**config.mk**
```make
export PLATFORM = sky130hd
export DESIGN_NAME = mcmc_top_control_unit
export DESIGN_NICKNAME = d
export VERILOG_FILES = /design/src/rtl/mcmc_top_control_unit_pkg.sv /design/src/rtl/mcmc_top_control_unit_variable_selector.sv /design/src/rtl/mcmc_top_control_unit.sv
export SDC_FILE = /design/constraint.sdc
export NUM_CORES = 1
export LEC_CHECK = 0
export CORE_ASPECT_RATIO = 1.4
export CORE_MARGIN = 8
export CORE_UTILIZATION = 48
export DETAILED_ROUTE_END_ITERATION = 12
export GPL_TIMING_DRIVEN = 0
export PLACE_DENSITY = 0.85
export SLEW_MARGIN = 20
export SYNTH_ARGS = -nofsm -noshare
export SYNTH_HDL_FRONTEND = slang
export SYNTH_SLANG_ARGS = --single-unit
```
**constraint.sdc**
```tcl
create_clock -name in_clk -period 3.5 [get_ports in_clk]
set_input_delay 0.7 -clock in_clk [delete_from_list [all_inputs] [get_ports in_clk]]
set_output_delay 0.7 -clock in_clk [all_outputs]
set_load 0.01 [all_outputs]
```
**src/rtl/mcmc_top_control_unit_pkg.sv**
```systemverilog
// Shared definitions for the MCMC top-level sequencer.
//   - ctrl_state_t : controller state codes as seen on out_top_module_state
//   - SEARCH_*     : state codes reported by the probabilistic search FSM
//   - var_type_t   : two-bit variable type encodings of the type table
//   - PROB_W/ONE   : unsigned Q0.16 acceptance-probability format
//   - metropolis_accept : accept/reject rule for one proposal
package mcmc_top_control_unit_pkg;

  localparam int PROB_W = 16;
  localparam logic [PROB_W-1:0] PROB_ONE = 16'hFFFF;

  typedef enum logic [7:0] {
    ST_IDLE             = 8'd0,
    ST_PROBABILISTIC    = 8'd1,
    ST_CHOOSE_VARIABLE  = 8'd2,
    ST_WAIT_SEARCH      = 8'd3,
    ST_WAIT_PROBABILITY = 8'd4,
    ST_DECIDE           = 8'd5,
    ST_COMMIT           = 8'd6,
    ST_FINISHED         = 8'd7,
    ST_ERROR            = 8'd8
  } ctrl_state_t;

  localparam logic [7:0] SEARCH_IDLE = 8'd2;
  localparam logic [7:0] SEARCH_DONE = 8'd11;

  typedef enum logic [1:0] {
    VT_BOOLEAN  = 2'b00,
    VT_CONT_INT = 2'b01,
    VT_DISC_INT = 2'b10,
    VT_RESERVED = 2'b11
  } var_type_t;

  // 16'hFFFF stands for exactly 1.0, which a strict compare against a
  // 16-bit random word could otherwise miss when the word is also 16'hFFFF.
  function automatic logic metropolis_accept(input logic [PROB_W-1:0] prob,
                                             input logic [PROB_W-1:0] rnd);
    return (prob == PROB_ONE) || (rnd < prob);
  endfunction

endpackage

```
**src/rtl/mcmc_top_control_unit_variable_selector.sv**
```systemverilog
// Variable selection for one MCMC iteration.
// Ports:
//   clk, rst_n     : clock, asynchronous active-low reset
//   advance        : step the round-robin pointer (one pulse per iteration)
//   candidate      : random index proposal
//   variable_types : packed type table, entry i at bits [2i+1:2i]
//   index          : selected variable (combinational)
//   var_type       : type of the selected variable (combinational)
module mcmc_top_control_unit_variable_selector
  import mcmc_top_control_unit_pkg::*;
#(
  parameter int NUM_VARIABLES   = 8,
  parameter int VAR_INDEX_WIDTH = 3
) (
  input  logic                         clk,
  input  logic                         rst_n,
  input  logic                         advance,
  input  logic [VAR_INDEX_WIDTH-1:0]   candidate,
  input  logic [2*NUM_VARIABLES-1:0]   variable_types,
  output logic [VAR_INDEX_WIDTH-1:0]   index,
  output logic [1:0]                   var_type
);

  localparam logic [VAR_INDEX_WIDTH:0]   NUM_VARS = (VAR_INDEX_WIDTH+1)'(NUM_VARIABLES);
  localparam logic [VAR_INDEX_WIDTH-1:0] RR_LAST  = VAR_INDEX_WIDTH'(NUM_VARIABLES - 1);

  logic [VAR_INDEX_WIDTH-1:0] rr_ptr;

  // Pointer moves every iteration, whether or not it was used, so that
  // out-of-range random proposals still sweep the whole variable set.
  always_ff @(posedge clk or negedge rst_n) begin
    if (!rst_n) begin
      rr_ptr <= '0;
    end else if (advance) begin
      rr_ptr <= (rr_ptr == RR_LAST) ? '0 : rr_ptr + 1'b1;
    end
  end

  always_comb begin
    index = candidate;
    if ({1'b0, candidate} >= NUM_VARS) begin
      index = rr_ptr;
    end
  end

  // Explicit decode keeps the lookup inside the table when 2**W exceeds
  // NUM_VARIABLES.
  always_comb begin
    var_type = VT_BOOLEAN;
    for (int i = 0; i < NUM_VARIABLES; i++) begin
      if (index == VAR_INDEX_WIDTH'(i)) begin
        var_type = variable_types[2*i +: 2];
      end
    end
  end

endmodule

```
**src/rtl/mcmc_top_control_unit.sv**
```systemverilog
// Top-level MCMC sequencer: initiator side of the probabilistic-search
// handshake. Each iteration chooses a variable, launches the search FSM
// with a single PROBABILISTIC cycle, waits for DONE and then for the
// acceptance probability, makes the Metropolis decision and pulses commit.
// Ports:
//   in_clk, in_reset_n            : clock, asynchronous active-low reset
//   in_start                      : run request (IDLE/FINISHED/ERROR only)
//   in_variable_types             : packed two-bit type table
//   in_random                     : free-running random word
//   in_probabilistic_search_state : search FSM state code
//   in_probability(_valid)        : Q0.16 acceptance ratio and qualifier
//   out_top_module_state          : controller state code
//   out_chosen_variable_index     : latched variable index
//   out_choosen_variable_type     : latched variable type
//   out_accept                    : decision of the last iteration
//   out_commit_enable             : one-cycle commit pulse
//   out_iteration_count           : completed iterations this run
//   out_done                      : run finished
//   out_timeout_error             : sticky timeout flag
module mcmc_top_control_unit
  import mcmc_top_control_unit_pkg::*;
#(
  parameter int NUM_VARIABLES   = 8,
  parameter int VAR_INDEX_WIDTH = 3,
  parameter int NUM_ITERATIONS  = 16,
  parameter int TIMEOUT_CYCLES  = 32
) (
  input  logic                        in_clk,
  input  logic                        in_reset_n,
  input  logic                        in_start,
  input  logic [2*NUM_VARIABLES-1:0]  in_variable_types,
  input  logic [15:0]                 in_random,
  input  logic [7:0]                  in_probabilistic_search_state,
  input  logic [15:0]                 in_probability,
  input  logic                        in_probability_valid,
  output logic [7:0]                  out_top_module_state,
  output logic [VAR_INDEX_WIDTH-1:0]  out_chosen_variable_index,
  output logic [1:0]                  out_choosen_variable_type,
  output logic                        out_accept,
  output logic                        out_commit_enable,
  output logic [15:0]                 out_iteration_count,
  output logic                        out_done,
  output logic                        out_timeout_error
);

  localparam logic [15:0] ITER_LAST = 16'(NUM_ITERATIONS - 1);
  localparam logic [7:0]  TMO_LAST  = 8'(TIMEOUT_CYCLES - 1);

  ctrl_state_t                state_q, state_d;
  logic [VAR_INDEX_WIDTH-1:0] index_q;
  logic [1:0]                 type_q;
  logic [PROB_W-1:0]          prob_q;
  logic                       accept_q;
  logic [15:0]                count_q;
  logic [7:0]                 tmo_q;
  logic                       err_q;

  logic [VAR_INDEX_WIDTH-1:0] sel_index;
  logic [1:0]                 sel_type;

  logic start_run, latch_sel, latch_prob, decide, iter_end;
  logic tmo_clr, tmo_inc, err_set, accept_now, last_iter;

  mcmc_top_control_unit_variable_selector #(
    .NUM_VARIABLES   (NUM_VARIABLES),
    .VAR_INDEX_WIDTH (VAR_INDEX_WIDTH)
  ) u_selector (
    .clk            (in_clk),
    .rst_n          (in_reset_n),
    .advance        (latch_sel),
    .candidate      (in_random[VAR_INDEX_WIDTH-1:0]),
    .variable_types (in_variable_types),
    .index          (sel_index),
    .var_type       (sel_type)
  );

  assign accept_now = metropolis_accept(prob_q, in_random);
  assign last_iter  = (count_q == ITER_LAST);

  always_comb begin
    state_d    = state_q;
    start_run  = 1'b0;
    latch_sel  = 1'b0;
    latch_prob = 1'b0;
    decide     = 1'b0;
    iter_end   = 1'b0;
    tmo_clr    = 1'b0;
    tmo_inc    = 1'b0;
    err_set    = 1'b0;
    unique case (state_q)
      ST_IDLE, ST_FINISHED, ST_ERROR: begin
        if (in_start) begin
          start_run = 1'b1;
          state_d   = ST_CHOOSE_VARIABLE;
        end
      end
      ST_CHOOSE_VARIABLE: begin
        latch_sel = 1'b1;
        // Reserved-type variables are counted but never searched.
        if (sel_type == VT_RESERVED) begin
          iter_end = 1'b1;
        end else begin
          state_d = ST_PROBABILISTIC;
        end
      end
      ST_PROBABILISTIC: begin
        // Held for exactly one period so the negedge-updated search FSM
        // observes the launch once and cannot relaunch after DONE.
        state_d = ST_WAIT_SEARCH;
        tmo_clr = 1'b1;
      end
      ST_WAIT_SEARCH: begin
        // A simultaneous probability_valid is deliberately not consumed here.
        if (in_probabilistic_search_state == SEARCH_DONE) begin
          state_d = ST_WAIT_PROBABILITY;
          tmo_clr = 1'b1;
        end else if (tmo_q == TMO_LAST) begin
          state_d = ST_ERROR;
          err_set = 1'b1;
        end else begin
          tmo_inc = 1'b1;
        end
      end
      ST_WAIT_PROBABILITY: begin
        if (in_probability_valid) begin
          latch_prob = 1'b1;
          state_d    = ST_DECIDE;
        end else if (tmo_q == TMO_LAST) begin
          state_d = ST_ERROR;
          err_set = 1'b1;
        end else begin
          tmo_inc = 1'b1;
        end
      end
      ST_DECIDE: begin
        decide = 1'b1;
        if (accept_now) begin
          state_d = ST_COMMIT;
        end else begin
          iter_end = 1'b1;
        end
      end
      ST_COMMIT: begin
        iter_end = 1'b1;
      end
      default: begin
        state_d = ST_IDLE;
      end
    endcase
    if (iter_end) begin
      state_d = last_iter ? ST_FINISHED : ST_CHOOSE_VARIABLE;
    end
  end

  always_ff @(posedge in_clk or negedge in_reset_n) begin
    if (!in_reset_n) begin
      state_q  <= ST_IDLE;
      index_q  <= '0;
      type_q   <= '0;
      prob_q   <= '0;
      accept_q <= 1'b0;
      count_q  <= '0;
      tmo_q    <= '0;
      err_q    <= 1'b0;
    end else begin
      state_q <= state_d;

      if (latch_sel) begin
        index_q <= sel_index;
        type_q  <= sel_type;
      end

      if (latch_prob) begin
        prob_q <= in_probability;
      end

      if (latch_sel && (sel_type == VT_RESERVED)) begin
        accept_q <= 1'b0;
      end else if (decide) begin
        accept_q <= accept_now;
      end

      if (start_run) begin
        count_q <= '0;
      end else if (iter_end) begin
        count_q <= count_q + 16'd1;
      end

      if (tmo_clr) begin
        tmo_q <= '0;
      end else if (tmo_inc) begin
        tmo_q <= tmo_q + 8'd1;
      end

      if (start_run) begin
        err_q <= 1'b0;
      end else if (err_set) begin
        err_q <= 1'b1;
      end
    end
  end

  assign out_top_module_state      = state_q;
  assign out_chosen_variable_index = index_q;
  assign out_choosen_variable_type = type_q;
  assign out_accept                = accept_q;
  assign out_commit_enable         = (state_q == ST_COMMIT);
  assign out_iteration_count       = count_q;
  assign out_done                  = (state_q == ST_FINISHED);
  assign out_timeout_error         = err_q;

endmodule

```
==> impl_metrics.csv, run 1 <==
group,metric,value,unit
run_status,status,"complete, no violations",
clocking,cts_root_buf,"clkbuf_8",
yosys,ys_ff_latch,55,
clocking,numCtsBuffers,5,
setup_path,cp_slowest_stage_delay,0.55,ns
clocking,htreeDepth,2,
yosys,synth_edf_count,0,
global_route,first_global_vias,3071,
placement,post-place-ws,-0.01969,ns
routing,vias,3072,
global_route,grt_max_degree,56,
setup_path,worst_setup_path_start_kind,"flop",
sta,slew_viol_final,0,
sta,period_needed,3.368,ns
pwr,leakage,0.001962,µW
yosys,netlist_area,3293,µm²
clocking,cts_buffer_depth,2,
setup_path,path_common_cell,"buf_2",
sta,relSlewSlack,32.31,%
placement,place.gp.congestion,0.9021,
global_route,grtUsageTotal,18.58,%
finish,drive_above_1_share,5.353,%
setup_path,slowest_stage,"or4_1",
finish,syn2layout_area_growth,35.56,%
routing,drt_wl_total,9170,µm
routing,ant_nets,0,
clocking,clkSinkCount,55,
setup_path,worstPathRequired,2.80,ns
sta,fmax,0.2969,GHz
routing,vias_per_cell,5.496,
floorplanning,ioPinCount,93,
finish,nNetsFinal,543,
pwr,finalPower,1480,µW
clocking,clk-insertion-delay-late,0.31,ns
finish,nFillCells,548,
sta,worst_slew_pin_slew,1.006,ns
yosys,synthCells,366,
placement,dp_hpwl,7047,µm
sta,hold_viol,0,
yosys,ys_types,51,
yosys,synth-main-ff-cell,"dfrtp_1",
floorplanning,start_util,49.80,%
floorplanning,die_w,86.01,µm
floorplanning,die_h,114.0,µm
sta,finalClockSkew,0.006732,ns
routing,remaining_drc_errors,0,
yosys,async_reset_ff_share,100.0,%
setup_path,critPathArrivalTime,2.67,ns
floorplanning,core.rowCount,35,
min_path,worst_hold_path_type,"primary input to asynchronous set/reset pin",
sta,setup_ws,0.1324,ns
placement,io_buffers,91,
yosys,avgSynthCellArea,8.998,µm²
sta,setup_viol,0,
setup_path,path_cells,"or4_1 > buf_2 > or2_1 > buf_2 > or3_4 > inv_2 > dlygate4sd2_1",
clocking,clk_pin_slew,0.10,ns
setup_path,worstSetupPathType,"flop to output port",
sta,finalCritPeriodShare,96.22,%
setup_path,cp_max_fo,8,
floorplanning,dieArea,9805,µm²
global_route,grt_pass1_wl,14840,µm
clocking,cts_tree,"built",
pwr,p_per_area,331.5,nW/µm²
yosys,yosysWarnings,0,
setup_path,regToRegStartpoint,"out_top_module_state[5]",
global_route,grt_overflow,0,
finish,antenna_cells,0,
setup_path,end_kind,"output port",
floorplanning,core_area,6613,µm²
global_route,antenna_found_initial,0,
job,maxCapViolations,0,
setup_path,cp-startpoint,"out_top_module_state[5]",
yosys,seq_area_frac_synth,41.79,%
routing,drtPass1Iterations,4,
sta,rsz0062_at_grt,"no",
clocking,post_cts_buffers,0,
pwr,ir_worst_vdd,0.3030,mV
routing,drt-initial-drc-count,163,
routing,wl_per_cell,16.40,µm
## metal layers
| layer | global-route usage [%] | share of wire, % | vias up |
|---|---|---|---|
| li1 | - | - | 1494 |
| met1 | 22.05 | 41 | 1460 |
| met2 | 32.25 | 50 | 103 |
| met3 | 3.669 | 6.4 | 15 |
| met4 | 6.338 | 2.1 | 0 |
| met5 | 0 | 0 | - |
## critical path: cells and delay by family, from the launching register on
family / cells / cell delay [ns]
buffers and inverters: 4 / 0.78
flip-flops: 1 / 0.38
AND/OR/NAND/NOR: 3 / 1.19
## stage by stage
step | util, % | instances | area (µm²) | setup TNS [ns] | hold slack, ns
3_3_place_gp | 65.49 | 552 | 4330 | -0.003961 | 0.4827
6_report | 67.51 | 559 | 4464 | 0 | 0.4099
4_1_cts | 67.51 | 559 | 4464 | 0 | 0.4564
2_1_floorplan | - | 369 | 3304 | 0 | 0.4044
3_5_place_dp | 65.45 | 552 | 4328 | -0.01969 | 0.4904
5_1_grt | 67.51 | 559 | 4464 | 0 | 0.4895
## logic make-up (layout without fill, tap and decap cells)
logic type / after synthesis / after routing / synth area share, %
mux: 24 / 24 / 7.864
compound gates: 81 / 81 / 15.16
simple gates: 143 / 143 / 22.11
buf+inv: 38 / 136 / 4.635
xor+xnor: 7 / 7 / 1.862
other cells: 1 / 4 / 0.1139
fa+ha+maj: 17 / 17 / 6.459
flops: 55 / 55 / 41.79
## flip-flops by register name (all words and copies together), names as in the netlist
name,cells
out_accept,1
out_choosen_variable_type,2
out_chosen_variable_index,3
out_iteration_count,16
out_timeout_error,1
out_top_module_state,8
prob_q,16
tmo_q,8
## cell usage after synthesis (3+ instances only)
library cell,number,area share (%)
a21o_1,3,0.68
a21oi_1,25,3.8
and3_1,7,1.3
clkbuf_1,13,1.5
dfrtp_1,55,42
ha_1,17,6.5
inv_1,20,2.3
mux2_2,5,1.7
mux2i_1,18,5.5
nand2_1,40,4.6
nand2b_1,14,2.7
nand3_1,19,2.9
nand4_1,10,1.9
nor2_1,25,2.8
nor3_1,5,0.76
nor4_1,5,0.95
o2111ai_1,3,0.80
o211ai_1,3,0.68
o21a_1,6,1.4
o21ai_0,26,4.0
or3_1,4,0.76
xnor2_1,3,0.80
xor2_1,4,1.1
## worst paths after layout
check	endpoint	slack [ns]	cells past startpoint
max in group asynchronous	prob_q[0]	2.59	1
hold reg to reg	out_timeout_error	0.51	1
setup / recovery	out_commit_enable	0.13	7
hold / removal	prob_q[9]	0.41	1
min in group in_clk	out_timeout_error	0.51	1
setup reg to reg	out_iteration_count[15]	0.45	10
## placed cells by master, fill, tap and decap left out, types with 4 or more instances in the layout
| cell type | netlist | routed |
|---|---|---|
| clkbuf_8 | 0 | 5 |
| clkdlybuf4s50_1 | 0 | 89 |
| conb_1 | 1 | 4 |
| clkbuf_1 | 13 | 12 |
| a21oi_1 | 25 | 25 |
| nand2b_1 | 14 | 14 |
| ha_1 | 17 | 17 |
| mux2i_1 | 18 | 18 |
| inv_1 | 20 | 19 |
| o21a_1 | 6 | 6 |
| nor2_1 | 25 | 25 |
| xor2_1 | 4 | 4 |
| o21ai_0 | 26 | 26 |
| and3_1 | 7 | 7 |
| nor3_1 | 5 | 5 |
| dfrtp_1 | 55 | 55 |
| nand2_1 | 40 | 40 |
| mux2_2 | 5 | 5 |
| nand4_1 | 10 | 10 |
| nand3_1 | 19 | 19 |
| nor4_1 | 5 | 5 |
## report_power, final
group | leakage (µW) | internal [µW] | switching [µW] | total, µW
clock network | 0.0000644 | 285 | 213 | 498
logic | 0.00125 | 164 | 104 | 268
registers | 0.000651 | 671 | 42.5 | 714
## final cells by class
type	count	area, µm²	share of cell area (%)
Clock inverter	3	67.56	1.513
Sequential cell	55	1376	30.83
Multi-Input combinational cell	276	1780	39.88
Tap cell	92	115.1	2.578
Clock buffer	5	68.82	1.541
Inverter	20	75.07	1.682
Timing Repair Buffer	91	907.1	20.32
Buffer	17	73.82	1.654
## timing repair
action                     in CTS  in global routing
hold buffers                    0                  0
setup endpoints to repair       1                  0
hold endpoints to repair        0                  0
gates resized for setup         3                  0
Note: power is estimated with default switching activity, not from simulation.
==> run 2: changes to the inputs <==
--- a/config.mk
+++ b/config.mk
@@ -7,10 +7,10 @@
 export LEC_CHECK = 0
 export CORE_ASPECT_RATIO = 1.4
 export CORE_MARGIN = 8
-export CORE_UTILIZATION = 48
+export CORE_UTILIZATION = 40
 export DETAILED_ROUTE_END_ITERATION = 12
 export GPL_TIMING_DRIVEN = 0
-export PLACE_DENSITY = 0.85
+export PLACE_DENSITY = 0.74
 export SLEW_MARGIN = 20
 export SYNTH_ARGS = -nofsm -noshare
 export SYNTH_HDL_FRONTEND = slang
==> run 2 against run 1 <==
Compared with the run above: clock skew shrank 0.0019 ns; sequential power hardly changed; worst setup slack improved by 0.086 ns; combinational power about the same; register-to-register slack better by 0.12 ns; final cell count up 1.6%; critical path type unchanged; critical endpoint unchanged; first-iteration DRC count is 18% lower; cell area up 0.45%; die area increased by 17%; critical path depth unchanged.
==> impl_metrics.csv, run 2 (same netlist as run 1, synthesis figures left out) <==
group,metric,value,unit
routing,vias,3044,
sta,finalCritPeriodShare,93.77,%
clocking,cts_tree,"built",
sta,relSlewSlack,40.07,%
sta,slew_viol_final,0,
setup_path,cp_max_fo,8,
floorplanning,die_h,123.4,µm
floorplanning,die_w,92.69,µm
global_route,first_global_vias,3125,
clocking,cts_buffer_depth,2,
job,maxCapViolations,0,
global_route,grt_overflow,0,
setup_path,cp_slowest_stage_delay,0.51,ns
routing,ant_nets,0,
pwr,combinationalPowerShare,18.0,%
global_route,antenna_found_initial,0,
placement,postPlaceCellArea,4340,µm²
finish,syn2layout_area_growth,36.17,%
finish,layout_commonest_cell,"clkdlybuf4s50_1",
clocking,clk-insertion-delay-late,0.29,ns
placement,place.gp.congestion,0.8764,
routing,remaining_drc_errors,0,
sta,worst_slew_pin_slew,0.8908,ns
routing,drt-initial-drc-count,134,
sta,rsz0062_at_grt,"no",
pwr,internal_power,1116,µW
setup_path,worst_setup_path_start_kind,"flop",
floorplanning,ioPinCount,93,
routing,wl_per_cell,16.21,µm
min_path,worst_hold_path_type,"primary input to asynchronous set/reset pin",
setup_path,critPathArrivalTime,2.58,ns
pwr,seqPwrFrac,48.1,%
placement,dp_cells,562,
pwr,clockPowerShare,33.9,%
pwr,ir_worst_vdd,0.1909,mV
finish,fin_area,4484,µm²
clocking,htreeDepth,2,
finish,nNetsFinal,543,
finish,nFillCells,788,
finish,drive_above_1_share,5.150,%
setup_path,worstPathRequired,2.80,ns
clocking,clkSinkCount,55,
pwr,leakage,0.001970,µW
clocking,cts_root_buf,"clkbuf_16",
setup_path,slowest_stage,"or4_1",
clocking,ctsHoldBuffers,0,
global_route,grt_pass1_wl,14990,µm
setup_path,path_common_cell,"buf_2",
setup_path,path_cells,"or4_1 > buf_2 > or2_1 > buf_2 > or3_4 > inv_2 > dlygate4sd2_1",
sta,finalClockSkew,0.004810,ns
floorplanning,core.rowCount,39,
floorplanning,start_util,40.65,%
pwr,p_sw_share,24.82,%
placement,dp_hpwl,7030,µm
placement,io_buffers,91,
sta,setup_viol,0,
setup_path,end_kind,"output port",
routing,drt_wl_total,9208,µm
sta,period_needed,3.282,ns
pwr,p_per_area,331.0,nW/µm²
clocking,numCtsBuffers,5,
finish,final_cell_mix,"clkdlybuf4s50_1, dfrtp_1, nand2_1",
finish,antenna_cells,0,
finish,final_core_util,55.36,%
sta,hold_viol,0,
routing,drtPass1Iterations,4,
floorplanning,core_area,8100,µm²
global_route,grt_max_degree,56,
routing,vias_per_cell,5.359,
global_route,grtUsageTotal,16.09,%
sta,fmax,0.3047,GHz
finish,instances_no_fill,568,
clocking,post_cts_buffers,0,
setup_path,worstSetupPathType,"flop to output port",
floorplanning,dieArea,11430,µm²
setup_path,r2r_cells,9,
clocking,clk_pin_slew,0.07,ns
pwr,switchingPower,368.5,µW
run_status,status,"complete, no violations",
-- run 2: cell types whose count changed in the layout (fill, tap and decap cells not counted), sizes merged --
| cell | delta |
|---|---|
| bufinv | -2 |
| clkbuf | +1 |
| clkinv | +1 |
| clkinvlp | -1 |
-- run 2: power by group through the flow --
stage | clock [µW] | sequential, µW | combinational [µW]
CTS | 515 | 713 | 271
floorplan | 0 | 732 | 82.4
finish | 504 | 714 | 267
global placement | 0 | 723 | 265
detailed placement | 0 | 724 | 269
global route | 538 | 720 | 292
-- run 2: layer usage --
| layer | track usage [%] | wire, µm | share of wire, % |
|---|---|---|---|
| met1 | 18.31 | 3936 | 43 |
| met5 | 0 | 0 | 0 |
| met3 | 3.767 | 547 | 5.9 |
| met2 | 28.83 | 4577 | 50 |
| met4 | 5.460 | 146 | 1.6 |
-- run 2: repair_timing --
item                                    in CTS  in global routing
endpoints found under the setup margin       1                  0
endpoints found under the hold margin        0                  0
resized for setup                            3                  0
-- run 2: path summary, 6_finish.rpt --
check,from,endpoint,slack (ns)
worst min register to register,out_timeout_error,out_timeout_error,0.50
max in group asynchronous,in_reset_n,out_top_module_state[2],2.58
worst max-delay path,out_top_module_state[5],out_commit_enable,0.22
worst min-delay path,in_reset_n,out_iteration_count[10],0.46
worst max register to register,out_top_module_state[5],out_iteration_count[2],0.57
min in group in_clk,out_timeout_error,out_timeout_error,0.50
-- run 2: critical path, delay by kind of cell (launching register included) --
family                 cells  cell delay, ns
AND/OR/NAND/NOR            3            1.14
buffers and inverters      4            0.78
flip-flops                 1            0.37
-- run 2: final cells by class --
type | instances | area [µm²] | share of cell area, %
multi-input cells | 276 | 1780 | 39.70
flip-flops and latches | 55 | 1376 | 30.69
repair buffers | 91 | 907.1 | 20.23
clock buffers | 6 | 138.9 | 3.097
well taps | 102 | 127.6 | 2.846
inverters | 20 | 75.07 | 1.674
plain buffers | 17 | 73.82 | 1.646
clock inverters | 1 | 5.005 | 0.1116
-- run 2: stage by stage --
step	total power (µW)	hold slack [ns]	TNS [ns]	worst slack [ns]
after floorplan	814.7	0.4044	0	0.7329
after global placement	988.9	0.4787	-1.477	-0.03007
after detailed placement	992.9	0.4876	-0.1081	-0.03661
after CTS	1499	0.4922	0	0.1948
after global routing	1549	0.5239	0	0.05313
final	1484	0.4595	0	0.2182
==> run 3: changes to the inputs <==
--- a/config.mk
+++ b/config.mk
@@ -15,3 +15,4 @@
 export SYNTH_ARGS = -nofsm -noshare
 export SYNTH_HDL_FRONTEND = slang
 export SYNTH_SLANG_ARGS = --single-unit
+export TNS_END_PERCENT = 10
==> results of run 3 <==
No change in the layout: final DEF, timing and power equal those of run 2.
